### config.mk
export PLATFORM = sky130hd
export DESIGN_NAME = l2_l1_responder_flat
export DESIGN_NICKNAME = d
export VERILOG_FILES = /design/src/rtl/l2_l1_responder_if.sv /design/src/rtl/l2_l1_responder.sv /design/src/flat_wrapper.sv
export SDC_FILE = /design/constraint.sdc
export NUM_CORES = 2
export LEC_CHECK = 0
export BUFFER_PORTS_ARGS = -buffer_cell sky130_fd_sc_hd__buf_2
export CAP_MARGIN = 20
export CORE_AREA = 2 2 536 538
export DETAILED_ROUTE_END_ITERATION = 8
export DIE_AREA = 0 0 538 540
export PLACE_DENSITY = 0.33
export SKIP_LAST_GASP = 1
export SLEW_MARGIN = 20
export SYNTH_ARGS = -nofsm -noshare
export SYNTH_HDL_FRONTEND = slang
export SYNTH_SLANG_ARGS = --single-unit
export TNS_END_PERCENT = 5
### constraint.sdc
create_clock -name clk -period 4.1 [get_ports clk]
set_clock_uncertainty 0.2 [all_clocks]
set_input_delay 0 -clock clk [delete_from_list [all_inputs] [get_ports clk]]
set_output_delay 0 -clock clk [all_outputs]
set_load 0.1 [all_outputs]
### src/rtl/l2_l1_responder_if.sv
// L1 miss-interface and backing-memory beat port bundled for the L2 responder.
// master = L1 controller plus memory side (environment), slave = the responder.
interface l2_l1_responder_if #(
    parameter int unsigned LINE_W = 512,
    parameter int unsigned MEM_W  = 128,
    parameter int unsigned ADDR_W = 32
) ();
    logic              read_L1_L2;
    logic              write_L1_L2;
    logic [4:0]        index_L1_L2;
    logic [20:0]       tag_L1_L2;
    logic [20:0]       write_tag_L1_L2;
    logic [LINE_W-1:0] wdata_L1_L2;
    logic              ready_L2_L1;
    logic [LINE_W-1:0] rdata_L2_L1;

    logic              mem_req;
    logic              mem_we;
    logic [ADDR_W-1:0] mem_addr;
    logic [MEM_W-1:0]  mem_wdata;
    logic              mem_ack;
    logic [MEM_W-1:0]  mem_rdata;

    modport master (
        output read_L1_L2, write_L1_L2, index_L1_L2, tag_L1_L2, write_tag_L1_L2, wdata_L1_L2,
        output mem_ack, mem_rdata,
        input  ready_L2_L1, rdata_L2_L1, mem_req, mem_we, mem_addr, mem_wdata
    );

    modport slave (
        input  read_L1_L2, write_L1_L2, index_L1_L2, tag_L1_L2, write_tag_L1_L2, wdata_L1_L2,
        input  mem_ack, mem_rdata,
        output ready_L2_L1, rdata_L2_L1, mem_req, mem_we, mem_addr, mem_wdata
    );
endinterface

### src/rtl/l2_l1_responder.sv
// L2 responder for L1 D-cache refills/write-backs, split into MEM_W beats on the memory port.
// Define L2_WB_POSTED_EN to acknowledge write-backs at once and drain them from a posted buffer.
module l2_l1_responder #(
    parameter int unsigned LINE_W = 512,
    parameter int unsigned MEM_W  = 128,
    parameter int unsigned ADDR_W = 32
) (
    input logic              clk,
    input logic              rst,
    l2_l1_responder_if.slave bus
);
    localparam int unsigned BEATS   = LINE_W / MEM_W;
    localparam int unsigned CNT_W   = (BEATS > 1) ? $clog2(BEATS) : 1;
    localparam int unsigned BYTE_SH = $clog2(MEM_W / 8);
    localparam logic [CNT_W-1:0] LAST = CNT_W'(BEATS - 1);

    localparam logic [2:0] StIdle  = 3'd0;
    localparam logic [2:0] StWb    = 3'd1;
    localparam logic [2:0] StRd    = 3'd2;
    localparam logic [2:0] StResp  = 3'd3;
    localparam logic [2:0] StDrain = 3'd4;

    logic [2:0]                   state_q, state_d;
    logic [CNT_W-1:0]             beat_q, beat_d, beat_inc;
    logic [20:0]                  tag_q, tag_d;
    logic [4:0]                   index_q, index_d;
    logic [BEATS-1:0][MEM_W-1:0]  line_q, line_d;
    logic                         ready_q, ready_d;
    logic [BEATS-1:0][MEM_W-1:0]  rdata_q, rdata_d;
    logic                         req_q, req_d;
    logic                         we_q, we_d;
    logic [ADDR_W-1:0]            addr_q, addr_d;
    logic [MEM_W-1:0]             wdata_q, wdata_d;

    logic pb_free;
    logic start_wr;
    logic start_rd;
    logic beat_ack;
    logic last_ack;

    // Line base {tag, index} followed by the byte offset of the beat within the 64-byte line.
    function automatic logic [ADDR_W-1:0] beat_addr(input logic [20:0]      tag,
                                                    input logic [4:0]       idx,
                                                    input logic [CNT_W-1:0] beat);
        logic [5:0] off;
        off = 6'(beat) << BYTE_SH;
        return ADDR_W'({tag, idx, off});
    endfunction

`ifdef L2_WB_POSTED_EN
    localparam bit POSTED = 1'b1;

    // Posted-buffer FSM: busy from write acceptance until its last beat is acked.
    logic pb_busy_q;

    always_ff @(posedge clk) begin
        if (rst) begin
            pb_busy_q <= 1'b0;
        end else if (start_wr) begin
            pb_busy_q <= 1'b1;
        end else if (last_ack && we_q) begin
            pb_busy_q <= 1'b0;
        end
    end

    assign pb_free = !pb_busy_q;
`else
    localparam bit POSTED = 1'b0;

    assign pb_free = 1'b1;
`endif

    // Write wins over a simultaneous read; both wait while a posted line is still draining.
    assign start_wr = (state_q == StIdle) && bus.write_L1_L2 && pb_free;
    assign start_rd = (state_q == StIdle) && bus.read_L1_L2 && !bus.write_L1_L2 && pb_free;
    assign beat_ack = req_q && bus.mem_ack;
    assign last_ack = beat_ack && (beat_q == LAST);
    assign beat_inc = beat_q + 1'b1;

    always_comb begin
        state_d = state_q;
        beat_d  = beat_q;
        tag_d   = tag_q;
        index_d = index_q;
        line_d  = line_q;
        ready_d = 1'b0;
        rdata_d = rdata_q;
        req_d   = req_q;
        we_d    = we_q;
        addr_d  = addr_q;
        wdata_d = wdata_q;

        if (beat_ack) begin
            if (!we_q) begin
                rdata_d[beat_q] = bus.mem_rdata;
            end
            if (beat_q == LAST) begin
                beat_d = '0;
                req_d  = 1'b0;
                we_d   = 1'b0;
            end else begin
                beat_d  = beat_inc;
                addr_d  = beat_addr(tag_q, index_q, beat_inc);
                wdata_d = line_q[beat_inc];
            end
        end

        case (state_q)
            StIdle: begin
                if (start_wr) begin
                    tag_d   = bus.write_tag_L1_L2;
                    index_d = bus.index_L1_L2;
                    line_d  = bus.wdata_L1_L2;
                    beat_d  = '0;
                    req_d   = 1'b1;
                    we_d    = 1'b1;
                    addr_d  = beat_addr(bus.write_tag_L1_L2, bus.index_L1_L2, '0);
                    wdata_d = bus.wdata_L1_L2[MEM_W-1:0];
                    state_d = POSTED ? StResp : StWb;
                    ready_d = POSTED;
                end else if (start_rd) begin
                    tag_d   = bus.tag_L1_L2;
                    index_d = bus.index_L1_L2;
                    beat_d  = '0;
                    req_d   = 1'b1;
                    we_d    = 1'b0;
                    addr_d  = beat_addr(bus.tag_L1_L2, bus.index_L1_L2, '0);
                    state_d = StRd;
                end
            end
            StWb, StRd: begin
                if (last_ack) begin
                    ready_d = 1'b1;
                    state_d = StResp;
                end
            end
            StResp: begin
                state_d = StDrain;
            end
            StDrain: begin
                // L1 drops its request a cycle after ready; a stale level must not restart.
                if (!bus.read_L1_L2 && !bus.write_L1_L2) begin
                    state_d = StIdle;
                end
            end
            default: begin
                state_d = StIdle;
            end
        endcase
    end

    always_ff @(posedge clk) begin
        if (rst) begin
            state_q <= StIdle;
            beat_q  <= '0;
            tag_q   <= '0;
            index_q <= '0;
            line_q  <= '0;
            ready_q <= 1'b0;
            rdata_q <= '0;
            req_q   <= 1'b0;
            we_q    <= 1'b0;
            addr_q  <= '0;
            wdata_q <= '0;
        end else begin
            state_q <= state_d;
            beat_q  <= beat_d;
            tag_q   <= tag_d;
            index_q <= index_d;
            line_q  <= line_d;
            ready_q <= ready_d;
            rdata_q <= rdata_d;
            req_q   <= req_d;
            we_q    <= we_d;
            addr_q  <= addr_d;
            wdata_q <= wdata_d;
        end
    end

    assign bus.ready_L2_L1 = ready_q;
    assign bus.rdata_L2_L1 = rdata_q;
    assign bus.mem_req     = req_q;
    assign bus.mem_we      = we_q;
    assign bus.mem_addr    = addr_q;
    assign bus.mem_wdata   = wdata_q;
endmodule
### src/flat_wrapper.sv
// flat-port wrapper written by rule: the top's interface ports become plain ports
module l2_l1_responder_flat 
#(
    parameter int unsigned LINE_W = 512,
    parameter int unsigned MEM_W  = 128,
    parameter int unsigned ADDR_W = 32
)
  (clk, rst, bus_read_L1_L2, bus_write_L1_L2, bus_index_L1_L2, bus_tag_L1_L2, bus_write_tag_L1_L2, bus_wdata_L1_L2, bus_mem_ack, bus_mem_rdata, bus_ready_L2_L1, bus_rdata_L2_L1, bus_mem_req, bus_mem_we, bus_mem_addr, bus_mem_wdata);
  l2_l1_responder_if #(.LINE_W(LINE_W), .MEM_W(MEM_W), .ADDR_W(ADDR_W)) bus_i ();
  input logic clk;
  input logic rst;
  input wire logic [$bits(bus_i.read_L1_L2)-1:0] bus_read_L1_L2;
  input wire logic [$bits(bus_i.write_L1_L2)-1:0] bus_write_L1_L2;
  input wire logic [$bits(bus_i.index_L1_L2)-1:0] bus_index_L1_L2;
  input wire logic [$bits(bus_i.tag_L1_L2)-1:0] bus_tag_L1_L2;
  input wire logic [$bits(bus_i.write_tag_L1_L2)-1:0] bus_write_tag_L1_L2;
  input wire logic [$bits(bus_i.wdata_L1_L2)-1:0] bus_wdata_L1_L2;
  input wire logic [$bits(bus_i.mem_ack)-1:0] bus_mem_ack;
  input wire logic [$bits(bus_i.mem_rdata)-1:0] bus_mem_rdata;
  output wire logic [$bits(bus_i.ready_L2_L1)-1:0] bus_ready_L2_L1;
  output wire logic [$bits(bus_i.rdata_L2_L1)-1:0] bus_rdata_L2_L1;
  output wire logic [$bits(bus_i.mem_req)-1:0] bus_mem_req;
  output wire logic [$bits(bus_i.mem_we)-1:0] bus_mem_we;
  output wire logic [$bits(bus_i.mem_addr)-1:0] bus_mem_addr;
  output wire logic [$bits(bus_i.mem_wdata)-1:0] bus_mem_wdata;
  assign bus_i.read_L1_L2 = bus_read_L1_L2;
  assign bus_i.write_L1_L2 = bus_write_L1_L2;
  assign bus_i.index_L1_L2 = bus_index_L1_L2;
  assign bus_i.tag_L1_L2 = bus_tag_L1_L2;
  assign bus_i.write_tag_L1_L2 = bus_write_tag_L1_L2;
  assign bus_i.wdata_L1_L2 = bus_wdata_L1_L2;
  assign bus_i.mem_ack = bus_mem_ack;
  assign bus_i.mem_rdata = bus_mem_rdata;
  assign bus_ready_L2_L1 = bus_i.ready_L2_L1;
  assign bus_rdata_L2_L1 = bus_i.rdata_L2_L1;
  assign bus_mem_req = bus_i.mem_req;
  assign bus_mem_we = bus_i.mem_we;
  assign bus_mem_addr = bus_i.mem_addr;
  assign bus_mem_wdata = bus_i.mem_wdata;
  l2_l1_responder #(.LINE_W(LINE_W), .MEM_W(MEM_W), .ADDR_W(ADDR_W)) u_core (.clk(clk), .rst(rst), .bus(bus_i));
endmodule
==> results.sh <==
export IMPL_p_clk_share_pct=36.5
export IMPL_rsz0062_at_grt="no"
export IMPL_final_max_slew_viol_count=0
export IMPL_ctsResizeCount=0
export IMPL_vdd_drop_max_mv=0.304
export IMPL_core_area_um2=284000
export IMPL_die_w_um=538
export IMPL_syn_nets=6279
export IMPL_async_reset_ff_share_pct=0
export IMPL_dieArea_um2=291000
export IMPL_path_clk_slew_ps=60
export IMPL_maxCapViolations=0
export IMPL_crit_path_end_kind="flip-flop"
export IMPL_crit_type="flip-flop to flip-flop"
export IMPL_area_growth_pct=71.9
export IMPL_sw_frac_of_total_pct=35.3
export IMPL_power_density_nw_per_um2=475
export IMPL_start_kind="flip-flop"
export IMPL_yosysUniqueCellTypes=39
export IMPL_nets=9184
export IMPL_postRouteWirelength_um=256000
export IMPL_drive_above_1_share_pct=21.5
export IMPL_grt_first_pass_wirelength_um=363000
export IMPL_fmax_ghz=0.272
export IMPL_syn_cell_area_um2=46200
export IMPL_cp_max_fo=106
export IMPL_start_util_pct=16.2
export IMPL_design_power_total_w=0.0377
export IMPL_post_route_util_pct=27.9
export IMPL_grt_ovfl_total=0
export IMPL_clk_latency_ps=820
export IMPL_grt_usage_pct=16.8
export IMPL_final_common_cell="nand2_1"
export IMPL_fillers=30900
export IMPL_portBuffers=1366
export IMPL_grt_pass1_vias=51100
export IMPL_cts_root_buf="clkbuf_16"
export IMPL_yosysSeqAreaShare_pct=52.8
export IMPL_numCtsBuffers=158
export IMPL_post_route_drc_count=0
export IMPL_finalHoldViolCount=0
export IMPL_vias=50900
export IMPL_min_path_type="primary input to flip-flop"
export IMPL_ys_flop_type="dfxtp_1"
export IMPL_cts_tree="done"
export IMPL_antenna_found_initial=68
export IMPL_pin_count=1367
export IMPL_drtIter0Drc=2672
export IMPL_ctsHoldBuffers=1737
export IMPL_layout_cells_non_filler=12400
export IMPL_period_minus_slack_ps=3670
export IMPL_place_gp_congestion=0.820
export IMPL_detail_route_antenna_nets=0
export IMPL_required_ps=4630
export IMPL_postCtsSetupRepairBufs=0
export IMPL_internal_power_w=0.0244
export IMPL_hpwlAfterDp_um=180000
export IMPL_grt_max_degree=141
export IMPL_r2r_setup_slack_ps=430
export IMPL_rows=196
export IMPL_clock_path_buffers=4
export IMPL_p_seq_share_pct=36.2
export IMPL_layout_common_cells="2,199 x nand2_1, 1,737 x dlygate4sd3_1, 1,365 x buf_2"
export IMPL_vias_per_cell=4.10
export IMPL_dr_pass1_iters=5
export IMPL_synth_edf_count=0
export IMPL_worstMarginPinSlew_ps=1050
export IMPL_ys_ff_latch=1218
export IMPL_leakagePower_nw=31.5
export IMPL_p_comb_share_pct=27.3
export IMPL_period_share_pct=89.6
export IMPL_setup_viol=0
export IMPL_placed_cells=10400
export IMPL_max_slew_margin_pct=30.1
export IMPL_ys_warnings_count=0
export IMPL_cp_arrival_ps=4200
export IMPL_outcome="complete, no violations"
export IMPL_die_h_um=540
export IMPL_syn_avg_cell_area_um2=8.27
export IMPL_wire_per_inst_um=20.7
export IMPL_clock_sinks=1218
export IMPL_synth_cells=5583
export IMPL_setup_tns_final_ps=0
export IMPL_h_tree_depth=4
export IMPL_switchingPower_w=0.0133
-- metal layers --
layer,up-vias,routed length [um],global-route usage (%)
met5,-,264,0
met3,383,18000,4.51
li1,24500,-,-
met1,24500,104000,19.8
met2,1508,126000,29.6
met4,44,8480,5.08
-- Yosys cell counts (2+ instances only) --
master     count  area share, %
clkbuf_1     243            2.0
nor2_1       137            1.1
a21oi_1     1171             13
a211oi_1     128            2.1
nor3_1         3          0.032
ha_1           4           0.11
nand2_1     2200             18
mux2_2         5           0.12
buf_1         21           0.17
o22ai_1       21           0.28
nor3b_1        2          0.032
o21ai_0        2          0.022
mux4_2       128            6.2
nand3_1        6          0.065
buf_4         33           0.54
buf_2        148            1.6
buf_6         23           0.56
and3_1         7          0.095
dfxtp_1     1218             53
inv_1          2          0.016
o2bb2ai_1     21           0.40
mux2i_1       21           0.46
a32oi_1       21           0.40
nor2b_1        3          0.041
-- registers in the layout (all words and copies together), names as in the netlist --
name and count:
u_core.index_q 5, u_core.state_q 3, u_core.bus.rdata_L2_L1 512, u_core.bus.mem_req 1, u_core.bus.mem_we 1, u_core.bus.ready_L2_L1 1, u_core.bus.mem_wdata 128, u_core.tag_q 21
u_core.line_q 512, u_core.beat_q 2, u_core.bus.mem_addr 32
-- worst max-delay path, stage by stage, from the launching register on --
cell           delay (ps)
dfxtp_1               450
nor3_4                360
and2_4                530
buf_12                450
a32oi_1               160
dlygate4sd3_1         670
o2bb2ai_1             140
dlygate4sd3_1         550
-- power by group through the flow --
stage / clock network (W) / logic (W) / registers [W]
5_1_grt: 0.0147 / 0.0110 / 0.0138
4_1_cts: 0.0142 / 0.0104 / 0.0137
3_5_place_dp: 0 / 0.00862 / 0.0139
6_report: 0.0138 / 0.0103 / 0.0137
3_3_place_gp: 0 / 0.00859 / 0.0139
2_1_floorplan: 0 / 0.00327 / 0.0165
-- cells by family after synthesis --
logic type / share of synthesized area [%]
simple gates: 19.4
buf+inv: 4.89
xor+xnor: 0.0190
compound gates: 15.9
mux: 6.82
flops: 52.8
fa+ha+maj: 0.108
-- per-stage QoR --
| step | instance area [um^2] | setup WS [ps] | hold WS, ps |
|---|---|---|---|
| 6_report | 79400 | 428 | 66.7 |
| 5_1_grt | 79400 | 249 | 70.3 |
| 4_1_cts | 79300 | 439 | 2.13 |
| 3_5_place_dp | 56900 | 1130 | 46.0 |
| 3_3_place_gp | 56900 | 1140 | 41.0 |
| 2_1_floorplan | 46200 | 1360 | -64.0 |
-- final cells by class --
type	count	area [um^2]	share of cell area, %
timing repair buffer	3214	25600	32.2
sequential	1218	24400	30.7
multi-input combinational	3894	19700	24.8
tap	3762	4710	5.93
clock buffer	242	4650	5.86
clock inverter	27	347	0.436
antenna	37	92.6	0.117
inverter	2	7.51	0.00945
-- final timing paths --
kind | from | end | cells after the start
setup / recovery | u_core.state_q[0]$_SDFFE_PP0P_ | u_core.tag_q[8]$_SDFFE_PP0P_ | 7
hold / removal | bus_mem_ack | u_core.beat_q[1]$_SDFF_PP0_ | 4
setup reg to reg | u_core.state_q[0]$_SDFFE_PP0P_ | u_core.tag_q[8]$_SDFFE_PP0P_ | 7
hold reg to reg | u_core.bus.rdata_L2_L1[152]$_SDFFE_PP0P_ | u_core.bus.rdata_L2_L1[152]$_SDFFE_PP0P_ | 2
(Power assumes the default switching activity.)
